### config.mk
export PLATFORM = sky130hd
export DESIGN_NAME = mg_tx_arbiter
export DESIGN_NICKNAME = d
export VERILOG_FILES = /design/src/rtl/mg_tx_arbiter.sv
export SDC_FILE = /design/constraint.sdc
export NUM_CORES = 1
export LEC_CHECK = 0
export ABC_AREA = 1
export CAP_MARGIN = 30
export CORE_AREA = 4 4 269 271
export DETAILED_ROUTE_END_ITERATION = 10
export DIE_AREA = 0 0 273 275
export RECOVER_POWER = 50
export SYNTH_ARGS = -nofsm -noshare
export SYNTH_HDL_FRONTEND = slang
export SYNTH_SLANG_ARGS = --single-unit
### constraint.sdc
create_clock -name tx_clk -period 8.15 [get_ports tx_clk]
set_input_delay 1.63 -clock tx_clk [delete_from_list [all_inputs] [get_ports tx_clk]]
set_output_delay 1.63 -clock tx_clk [all_outputs]
set_load 0.05 [all_outputs]
### src/rtl/mg_tx_arbiter.sv
// Frame-level arbiter for the shared 128-bit transceiver TX path: urgent-first,
// round-robin within class, whole-frame lock, one output register stage, stall timeout.
module mg_tx_arbiter #(
  parameter int NUM_REQ   = 4,
  parameter int DATA_W    = 128,
  parameter int STALL_MAX = 15
) (
  input  logic                      tx_clk,
  input  logic                      reset,
  input  logic [NUM_REQ*DATA_W-1:0] req_data,
  input  logic [NUM_REQ-1:0]        req_valid,
  input  logic [NUM_REQ-1:0]        req_last,
  input  logic [NUM_REQ-1:0]        req_urgent,
  output logic [NUM_REQ-1:0]        req_ready,
  input  logic                      tx_enable,
  output logic [DATA_W-1:0]         tx_data_out,
  output logic                      tx_valid_out,
  output logic [2:0]                grant_id,
  output logic                      busy,
  output logic                      stall_abort,
  output logic [31:0]               frame_count
);

  localparam int                 IDX_W       = $clog2(NUM_REQ);
  localparam logic [IDX_W:0]     NREQ_W      = (IDX_W+1)'(NUM_REQ);
  localparam logic [IDX_W-1:0]   LAST_IDX    = IDX_W'(NUM_REQ - 1);
  localparam logic [7:0]         STALL_LIMIT = 8'(STALL_MAX);

  typedef enum logic {IDLE, LOCK} state_t;

  state_t                  state, state_nxt;
  logic [IDX_W-1:0]        g_q;
  logic [IDX_W-1:0]        rr_ptr;
  logic [7:0]              stall_cnt;

  logic                    g_valid, g_last;
  logic [DATA_W-1:0]       g_data;
  logic                    accept;
  logic [NUM_REQ-1:0]      cand;
  logic [2*NUM_REQ-1:0]    cand2;
  logic [IDX_W:0]          pos;
  logic [IDX_W-1:0]        winner;
  logic                    found;
  logic                    do_grant, do_abort, frame_done, stall_inc;

  assign grant_id = 3'(g_q);
  assign busy     = (state == LOCK);
  assign accept   = busy && tx_enable && g_valid;

  // Constant-index mux of the locked requester's signals.
  // NOTE: every always_comb output gets a default first so no path can infer a latch.
  always_comb begin
    g_valid   = 1'b0;
    g_last    = 1'b0;
    g_data    = '0;
    req_ready = '0;
    for (int i = 0; i < NUM_REQ; i++) begin
      if (g_q == IDX_W'(i)) begin
        g_valid      = req_valid[i];
        g_last       = req_last[i];
        g_data       = req_data[i*DATA_W +: DATA_W];
        req_ready[i] = busy && tx_enable;
      end
    end
  end

  // Urgent class masks normal requesters; search starts at rr_ptr over a doubled vector to wrap.
  always_comb begin
    cand   = (|(req_valid & req_urgent)) ? (req_valid & req_urgent) : req_valid;
    cand2  = {cand, cand};
    pos    = '0;
    winner = '0;
    found  = 1'b0;
    for (int i = 0; i < NUM_REQ; i++) begin
      pos = {1'b0, rr_ptr} + (IDX_W+1)'(i);
      if (!found && cand2[pos]) begin
        found  = 1'b1;
        winner = (pos >= NREQ_W) ? IDX_W'(pos - NREQ_W) : IDX_W'(pos);
      end
    end
  end

  always_comb begin
    state_nxt  = state;
    do_grant   = 1'b0;
    do_abort   = 1'b0;
    frame_done = 1'b0;
    stall_inc  = 1'b0;
    case (state)
      IDLE: begin
        if (tx_enable && found) begin
          state_nxt = LOCK;
          do_grant  = 1'b1;
        end
      end
      LOCK: begin
        // A beat offered alongside the timeout is still taken, never dropped.
        if (accept) begin
          if (g_last) begin
            state_nxt  = IDLE;
            frame_done = 1'b1;
          end
        end else if (stall_cnt == STALL_LIMIT) begin
          state_nxt = IDLE;
          do_abort  = 1'b1;
        end else if (tx_enable && !g_valid) begin
          stall_inc = 1'b1;
        end
      end
      default: state_nxt = IDLE;
    endcase
  end

  // NOTE: sequential state uses non-blocking assignments so all registers update from pre-edge values.
  always_ff @(posedge tx_clk or posedge reset) begin
    if (reset) begin
      state        <= IDLE;
      g_q          <= '0;
      rr_ptr       <= '0;
      stall_cnt    <= '0;
      stall_abort  <= 1'b0;
      frame_count  <= '0;
      tx_valid_out <= 1'b0;
      tx_data_out  <= '0;
    end else begin
      state        <= state_nxt;
      stall_abort  <= do_abort;
      tx_valid_out <= accept;
      if (accept)
        tx_data_out <= g_data;
      if (frame_done)
        frame_count <= frame_count + 32'd1;
      if (do_grant) begin
        g_q    <= winner;
        rr_ptr <= (winner == LAST_IDX) ? '0 : winner + 1'b1;
      end
      if (do_grant || accept || do_abort)
        stall_cnt <= '0;
      else if (stall_inc)
        stall_cnt <= stall_cnt + 8'd1;
    end
  end

endmodule

==> results.md <==
- Status: complete, but fails checks
- Failing checks: max-capacitance violations, max-slew violations
- Vias per Instance: 4.21
- #FFs+latches synth: 175
- Cell row count: 97
- # IOs: 697
- Cell Chain, Critical Path: clkdlybuf4s50_1 -> inv_1 -> o21ai_1 -> o211ai_1 -> o21ai_0 -> inv_2 -> nor2_1 -> inv_1 -> buf_12 -> o21ai_0
- Fraction of layout cells with a size suffix above 1: 0.0329
- CP Launch Type: input pin
- CP endpoint kind: flip-flop
- DRC viols: 0
- Max-slew violations: 182
- CP bufs+invs: 5
- Critical Path AT: 6.00 ns
- CTS HTree Levels: 4
- Vias in the first global route: 12700
- Top cells by count, synth: nand2_1 (502), nand3_1 (226), dfrtp_1 (175), o21ai_0 (152), o21ai_1 (82)
- R2R setup slack: around 2.5 ns
- Die height: 275 um
- Crit Path Class: in -> reg
- Clk network pwr share: 0.135
- Synth top area cells: dfrtp_1 (41%), nand2_1 (18%), nand3_1 (11%)
- Largest stage delay, worst path: 2.38 ns
- Largest net degree at the start of global routing: 134
- Sequential share of power: 0.219
- Die X: 273 um
- Ys async rst share: 1.00
- Final Wtd Congestion: 0.839
- Initial DRC Count: 730
- Post-CTS setup buffer count: 0
- PwrDens: ~340 nW/um^2
- HPWL Detailed: 50200 um
- CORE AREA: 69800 um^2
- Max cap viols: 2
- Die area: 75100 um^2
- RSZ-0062 raised after global routing: no
- Via count: 13100
- HP Class: reg -> reg
- Most numerous cell in the Yosys netlist: nand2_1
- Post-synth EDFFs: 0
- Final hold slack: 0.482 ns
- Delay-heaviest family, CP: buffers and inverters
- Register area share after synthesis: 0.415
- Layout Nets: between 2000 and 3000
- Total Routed Length: 63900 um
- GRT Overall Usage: 0.160
- Layout Cell Area excl Fill: 19000 um^2
- Setup TNS: 0 ns
- Tot Pwr: approximately 6.5 mW
- Hold-fix buffers at CTS: 0
- CTS Buffer Depth: 2
- TritonRoute pass-1 iters: 6
- TritonCTS clock tree: yes
- Final Util: 0.272
- First-pass GRT wire length: 87300 um
- Worst path required time: about 8.5 ns
- Primary FF master, synth: dfrtp_1
- Internal power: 2.98 mW
- Maximum vdd drop: between 0.15 and 0.2 mV
- Net Sw Frac: 0.542
- Root Driver: clkbuf_16
- Synthesized area per cell: 6.94 um^2
- Clk_lat worst skew: 0.48 ns
- Slowest cell on the critical path: inv_1
- Psw: 3.53 mW
- Routed Antenna Nets: 0
- Final Hold Fails: 0
- Placed instance area: approximately 18000 um^2
- Worst Tran Pin Value: 3.51 ns
- CTS resizes: 0
- Pleak: slightly below 8 nW
- Yosys warnings: 0
- Syn Std Cell Area: 10600 um^2
- Skew final: 0.0166 ns
- F_max: 176 MHz
- Post-Syn Nets: 2050
- Gate power share: 0.646
- Crit path time final: around 5.7 ns
- Finish-stage setup viols: 0
- Slew margin rel.: -1.34
- Total CTS buffers: 17
- Port buffer count: 695
- Grt ovf: 0
- Post-Syn Instances: 1520
- Initial antenna violation count: 13
- Clock tree sinks: 175
- Post-synth top area cell: dfrtp_1
- Clock-pin slew on the worst setup and hold paths: 0.07 ns
- Critical path peak fanout: 133
- Area Growth Syn to Fin: 80.1%
- Final period util: 0.697
- Post-synth top area share: 0.415
- Synth cell types: 36
- Initial Util: 0.151
- Drt wl/cell: 20.6 um
worst reg2reg max path: stages, from the launching register on:
cell      delay [ns]
dfrtp_4         0.69
buf_4           0.68
inv_1           0.24
o211ai_1        0.20
o21ai_0         0.27
inv_2           0.11
nor2_1          0.08
inv_1           2.38
buf_12          0.39
o21ai_0         0.41
cell usage in the layout, fill, tap and decap left out, drive strengths merged, types with 10 or more instances in the layout:
cell type      synthesis  final
a21oi                 72     72
buf                   48     14
clkbuf                56     20
clkdlybuf4s50          0    685
dfrtp                175    175
dlygate4sd3            0     10
inv                   43     49
nand2                508    508
nand3                228    228
nand4                 23     23
nor2                  66     66
nor3                  12     12
o21ai                235    235
xnor2                 15     15
xor2                  21     21
per-layer routing:
| layer | vias up | wire length [um] | GRT usage |
|---|---|---|---|
| met1 | 6108 | 26500 | 0.194 |
| met4 | 10 | 1290 | 0.0410 |
| met2 | 531 | 30100 | 0.267 |
| met3 | 71 | 5960 | 0.0641 |
| met5 | - | 58 | 0 |
| li1 | 6334 | - | - |
cells by family (layout without fill, tap and decap cells):
logic type,after synthesis,count (layout),synth area share
buffers and inverters,150,787,0.0588
and+or+nand+nor,841,841,0.341
other,1,4,0.000355
DFF,175,175,0.415
adders and majority gates,3,3,0.00356
AOI/OAI and AO/OA,313,313,0.150
muxes,1,1,0.00107
xor gates and xnor gates,36,36,0.0299
layout make-up:
class	count	area, um^2
Clock inverter	12	145
Antenna cell	3	7.51
Timing Repair Buffer	710	7110
Multi-Input combinational cell	1195	5560
Sequential cell	175	4390
Clock buffer	19	443
Fill cell	7653	50800
Tap cell	940	1180
Inverter	46	180
state kept, by name, indices dropped and copies added (netlist names):
signal and count:
busy 1, tx_valid_out 1, stall_cnt 8, tx_data_out 128, rr_ptr 2, stall_abort 1, frame_count 32, g_q 2
power groups by stage:
stage	logic [mW]	clock network (mW)	registers, mW
3_5_place_dp	4.30	0	1.45
4_1_cts	4.31	0.920	1.43
2_1_floorplan	1.55	0	2.40
3_3_place_gp	4.28	0	1.44
6_report	4.21	0.878	1.43
5_1_grt	4.55	0.951	1.48
path summary, 6_finish.rpt:
| check | start | to | depth (start not counted) |
|---|---|---|---|
| max in group asynchronous | reset | g_q[0]$_DFFE_PP0P_ | 3 |
| max | req_valid[2] | tx_data_out[40]$_DFFE_PP0P_ | 10 |
| max reg2reg | g_q[0]$_DFFE_PP0P_ | tx_data_out[40]$_DFFE_PP0P_ | 9 |
| min in group asynchronous | reset | tx_data_out[53]$_DFFE_PP0P_ | 2 |
| min reg2reg | tx_data_out[37]$_DFFE_PP0P_ | tx_data_out[37]$_DFFE_PP0P_ | 2 |
| min | tx_data_out[37]$_DFFE_PP0P_ | tx_data_out[37]$_DFFE_PP0P_ | 2 |
through the flow:
step                      setup WS [ns]  instances
after floorplan                    1.77       1520
after detailed placement           2.90       3065
after CTS                          2.88       3096
after global placement             2.84       3065
after global routing               1.88       3097
final                              2.47       3100
(Power assumes the default switching activity.)
